**src/rtl/sd_spi_master.sv**
```systemverilog
// SPI mode-0 initiator for the SD-card bus: one byte per start strobe, MSB first,
// with a core-selectable slow (init) or fast (data) SCK divider.
module sd_spi_master #(
    parameter int unsigned CLK_DIV_SLOW = 62,
    parameter int unsigned CLK_DIV_FAST = 1
) (
    input  logic       clk_sys,
    input  logic       reset_n,
    input  logic       start,
    input  logic [7:0] tx_byte,
    input  logic       fast,
    input  logic       cs_assert,
    output logic       busy,
    output logic       done,
    output logic [7:0] rx_byte,
    output logic       sck,
    output logic       mosi,
    input  logic       miso,
    output logic       ss_n
);

    localparam logic [7:0] DIV_SLOW = 8'(CLK_DIV_SLOW);
    localparam logic [7:0] DIV_FAST = 8'(CLK_DIV_FAST);

    typedef enum logic [1:0] {
        IDLE  = 2'd0,
        SETUP = 2'd1,
        HIGH  = 2'd2
    } state_t;

    state_t     state_q;
    logic [7:0] div_q;
    logic [7:0] phase_q;
    logic [2:0] bit_q;
    logic [7:0] tx_sr_q;
    logic [7:0] rx_sr_q;
    logic [7:0] rx_byte_q;
    logic       sck_q;
    logic       mosi_q;
    logic       ss_n_q;
    logic       busy_q;
    logic       done_q;
    logic       phase_end;

    assign phase_end = (phase_q == div_q);

    always_ff @(posedge clk_sys) begin
        if (!reset_n) begin
            state_q   <= IDLE;
            div_q     <= 8'd0;
            phase_q   <= 8'd0;
            bit_q     <= 3'd0;
            tx_sr_q   <= 8'd0;
            rx_sr_q   <= 8'd0;
            rx_byte_q <= 8'd0;
            sck_q     <= 1'b0;
            mosi_q    <= 1'b1;
            ss_n_q    <= 1'b1;
            busy_q    <= 1'b0;
            done_q    <= 1'b0;
        end else begin
            done_q <= 1'b0;
            case (state_q)
                IDLE: begin
                    sck_q   <= 1'b0;
                    mosi_q  <= 1'b1;
                    busy_q  <= 1'b0;
                    phase_q <= 8'd0;
                    // chip select only follows the core between transfers
                    ss_n_q  <= ~cs_assert;
                    if (start) begin
                        tx_sr_q <= tx_byte;
                        div_q   <= fast ? DIV_FAST : DIV_SLOW;
                        mosi_q  <= tx_byte[7];
                        bit_q   <= 3'd0;
                        busy_q  <= 1'b1;
                        state_q <= SETUP;
                    end
                end
                SETUP: begin
                    if (phase_end) begin
                        phase_q <= 8'd0;
                        sck_q   <= 1'b1;
                        state_q <= HIGH;
                    end else begin
                        phase_q <= phase_q + 8'd1;
                    end
                end
                HIGH: begin
                    if (phase_end) begin
                        phase_q <= 8'd0;
                        sck_q   <= 1'b0;
                        // miso is sampled in the final cycle of the high phase
                        rx_sr_q <= {rx_sr_q[6:0], miso};
                        if (bit_q == 3'd7) begin
                            rx_byte_q <= {rx_sr_q[6:0], miso};
                            done_q    <= 1'b1;
                            busy_q    <= 1'b0;
                            mosi_q    <= 1'b1;
                            state_q   <= IDLE;
                        end else begin
                            bit_q   <= bit_q + 3'd1;
                            mosi_q  <= tx_sr_q[6];
                            tx_sr_q <= {tx_sr_q[6:0], 1'b0};
                            state_q <= SETUP;
                        end
                    end else begin
                        phase_q <= phase_q + 8'd1;
                    end
                end
                default: state_q <= IDLE;
            endcase
        end
    end

    assign busy    = busy_q;
    assign done    = done_q;
    assign rx_byte = rx_byte_q;
    assign sck     = sck_q;
    assign mosi    = mosi_q;
    assign ss_n    = ss_n_q;

endmodule

```
**config.mk**
```make
export PLATFORM = sky130hd
export DESIGN_NAME = sd_spi_master
export DESIGN_NICKNAME = d
export VERILOG_FILES = /design/src/rtl/sd_spi_master.sv
export SDC_FILE = /design/constraint.sdc
export NUM_CORES = 1
export LEC_CHECK = 0
export BUFFER_PORTS_ARGS = -buffer_cell sky130_fd_sc_hd__buf_2
export CORE_MARGIN = 3
export CORE_UTILIZATION = 41
export DETAILED_ROUTE_END_ITERATION = 7
export GPL_TIMING_DRIVEN = 1
export PLACE_DENSITY = 0.67
export SLEW_MARGIN = 0
export SYNTH_ARGS = -nofsm -noshare
export SYNTH_HDL_FRONTEND = slang
export SYNTH_SLANG_ARGS = --single-unit
```
**constraint.sdc**
```tcl
create_clock -name clk_sys -period 2.15 [get_ports clk_sys]
set_input_delay 0.215 -clock clk_sys [delete_from_list [all_inputs] [get_ports clk_sys]]
set_output_delay 0.215 -clock clk_sys [all_outputs]
set_load 0.02 [all_outputs]
```
==> impl_results.md <==
* Cell family contributing the most delay on the critical path: simple AND/OR/NAND/NOR gates
* Slack of the worst reg-to-reg path at 0.25 ns
* Maximum level of the CTS H-tree at 2
* Global-route wire length before repair at 7510 um
* Layout net count at 281
* Overall via count from detail_route at 1764
* Count of flip-flops with a built-in enable after synthesis at 0
* Setup repair after global routing missed its margin: false
* Fraction of layout cells with a size suffix above 1 at 20.3%
* CP required at 2.38 ns
* Inserted Clock Buffers at 5
* CP Data Arrival Time at 2.13 ns
* Number of setup violations in the final report at 0
* Minimum clock period after layout at 1.90 ns
* Normalized max-slew margin at 67.9%
* # resized after CTS at 0
* Routability cong. at 0.850
* # clock sinks at 42
* Insertion delay to the later sink of the worst-skew pair at 0.30 ns
* Floorplan die width at roughly 78 um
* Total overflow reported by the global router at 0
* Nature of the critical path endpoint: register
* Accumulated negative setup slack at 0 ns
* Placeable core region at 4820 um2
* Total placed cells including tap cells at between 300 and 400
* Area overhead of the layout relative to synthesis at 14.2%
* Highest fanout seen on the critical path at 8
* Slowest cell on the critical path: sky130_fd_sc_hd__nor2b_1
* Global Route Usage Sum at 15.4%
* Sequential element share of the synthesized area at 40.1%
* Number of placed I/O pins at 27
* Post-synthesis sequential element count at 42
* Final non-filler cell total at 328
* Nature of the critical path startpoint: register
* Final Skew at 0.00614 ns
* Status: complete, no violations
* Start-to-end type of the worst setup path: reg2reg
* Total leakage power at roughly 0.001 uW
* Number of filler instances in the final layout at 487
* Post-Syn Nets at 255
* # rows at 25
* Total routed wirelength at 4380 um
* Count of synthesis-stage warnings from yosys at 0
* Hold bufs inserted after CTS at 0
* Switching Power at 868 uW
* Initial antenna violation count at 0
* Post-DP HPWL at 3130 um
* Routed len/inst at 13.4 um
* CTS tree: yes
* Clock transition at path regs at 0.08 ns
* Largest incremental delay on the critical path at 0.41 ns
* Iteration-0 DRC Markers at 53
* Number of buffers added for setup after CTS at 0
* Crit share post-route at 88.6%
* Part of the power in the clock network at between 20 and 30%
* Detail Route Antenna Nets at 0
* Top achievable clock speed at 525 MHz
* CP Buf/Inv Count at 1
* Average footprint of a synthesized cell at 8.96 um2
* Antenna diodes at 0
* DRT Pass-1 Iters at 4
* Maximum Capacitance Violations at 0
* Switch share at 35.5%
* Worst IR drop on VDD at 665 uV
* Cell count after synthesis at 234
* Proportion of power drawn by combinational gates at 34.7%
* Share of synthesized registers carrying an async set or reset at 0%
* Initial cell density of the core at a little over two fifths
* Detailed-route DRC error count at 0
* Area of the mapped netlist at 2100 um2
* Measured slew at the worst slew-check pin at 0.479 ns
* Number of global-route vias before repair at ~1600
* PortBufs at 26
* Leading area contributor after synthesis: sky130_fd_sc_hd__dfxtp_1
* Fraction of post-synthesis cell area in the top cell type by area at about two fifths
* Root cell of the clock tree: sky130_fd_sc_hd__clkbuf_8
* Worst hold path class: in2reg
* Cell Chain, Critical Path: inv_1 > ha_1 > nor2b_1 > nor2_1 > a31oi_4 > mux2i_1
* Distinct cell type count after synthesis at 45
* Pin count of the biggest net entering global routing at 30
* Final max-slew violation count at 0
* Pint at roughly 1600 uW
* Reg power frac at 39.4%
* Post-route core utilization at between 40% and 50%
* Die ar. at 6010 um2
* Power density over the cells at 1020 nW/um2
* Maximum root-to-sink buffer count at 2
* Via-to-Cell Ratio at around 5.4
* Final number of hold-violating endpoints at 0
* Primary FF master, synth: sky130_fd_sc_hd__dfxtp_1
* Largest cells by area after synthesis: sky130_fd_sc_hd__dfxtp_1 (40%), sky130_fd_sc_hd__nand2_1 (7.7%), sky130_fd_sc_hd__mux2i_1 (7.2%)
* Height of the die at 77.5 um
==> layout make-up <==
cell class	instances	area (um2)	area share (%)
clock inverter	3	43.8	1.83
tap	67	83.8	3.50
timing repair buffer	32	175	7.31
multi-input combinational	173	1160	48.4
sequential	42	841	35.1
inverter	6	22.5	0.940
clock buffer	5	68.8	2.87
==> stage by stage <==
stage	area [um2]	worst slack [ns]	hold WS [ns]	total power, uW
floorplan	2100	0.419	0.357	1620
global placement	2280	0.353	0.439	1810
detailed placement	2280	0.228	0.449	1830
CTS	2390	0.231	0.164	2470
global route	2390	0.0186	0.167	2610
finish	2390	0.246	0.172	2450
==> per-layer routing <==
layer  track usage, %  wire length [um]  vias up
li1                 -                 -      883
met1             20.7              2250      847
met2             23.4              1910       29
met3             3.60               170        5
met4             6.94                56        0
met5                0                 0        -
==> registers in the layout, indices dropped and copies added, names as in the netlist <==
register  cells
div_q         2
rx_byte       8
ss_n          1
rx_sr_q       7
phase_q       8
state_q       2
bit_q         3
mosi          1
tx_sr_q       7
done          1
sck           1
busy          1
==> kinds of logic (layout without fill, tap and decap cells) <==
family,after synthesis,in the layout,synth area share [%]
adders and majority gates,7,7,4.18
xor gates and xnor gates,7,7,2.92
buffers and inverters,19,46,4.59
and+or+nand+nor,90,90,21.4
AOI/OAI and AO/OA,48,48,16.5
muxes,21,21,10.4
DFF,42,42,40.1
==> power by group through the flow <==
stage,clock (uW),combinational (uW),sequential (uW)
finish,632,850,965
global route,677,950,981
detailed placement,0,848,982
floorplan,0,622,1000
CTS,653,852,965
global placement,0,833,978
==> worst min-delay path: stages <==
cell,delay (ns)
sky130_fd_sc_hd__buf_2,0.11
sky130_fd_sc_hd__nand2_1,0.05
sky130_fd_sc_hd__mux2i_1,0.06
==> cell usage after synthesis (3+ instances only) <==
library cell / instances
sky130_fd_sc_hd__a211oi_1: 6
sky130_fd_sc_hd__a21oi_1: 11
sky130_fd_sc_hd__and2_1: 3
sky130_fd_sc_hd__clkbuf_1: 7
sky130_fd_sc_hd__dfxtp_1: 42
sky130_fd_sc_hd__ha_1: 7
sky130_fd_sc_hd__inv_1: 6
sky130_fd_sc_hd__mux2_2: 6
sky130_fd_sc_hd__mux2i_1: 15
sky130_fd_sc_hd__nand2_1: 43
sky130_fd_sc_hd__nand2b_1: 3
sky130_fd_sc_hd__nand3_1: 14
sky130_fd_sc_hd__nor2_1: 8
sky130_fd_sc_hd__nor2b_1: 3
sky130_fd_sc_hd__o2111ai_1: 3
sky130_fd_sc_hd__o211ai_1: 3
sky130_fd_sc_hd__o21ai_0: 3
sky130_fd_sc_hd__o21ai_1: 9
sky130_fd_sc_hd__xnor2_1: 4
sky130_fd_sc_hd__xor2_1: 3
==> cell usage in the layout (no fill, tap or decap), types with 4 or more instances in the layout <==
cell type                  instances
sky130_fd_sc_hd__nand2_1          43
sky130_fd_sc_hd__dfxtp_1          42
sky130_fd_sc_hd__buf_2            26
sky130_fd_sc_hd__mux2i_1          15
sky130_fd_sc_hd__nand3_1          14
sky130_fd_sc_hd__a21oi_1          11
sky130_fd_sc_hd__o21ai_1           9
sky130_fd_sc_hd__nor2_1            8
sky130_fd_sc_hd__ha_1              7
sky130_fd_sc_hd__inv_1             6
sky130_fd_sc_hd__a211oi_1          6
sky130_fd_sc_hd__mux2_2            6
sky130_fd_sc_hd__buf_4             6
sky130_fd_sc_hd__clkbuf_8          5
sky130_fd_sc_hd__xnor2_1           4
==> worst paths after layout <==
path	startpoint	to	cells past startpoint
worst max-delay path	state_q[1]	tx_sr_q[4]	6
worst min-delay path	miso	rx_byte[0]	3
worst max register to register	state_q[1]	tx_sr_q[4]	6
worst min register to register	rx_byte[5]	rx_byte[5]	2
Power figures use the tool's default switching activity.
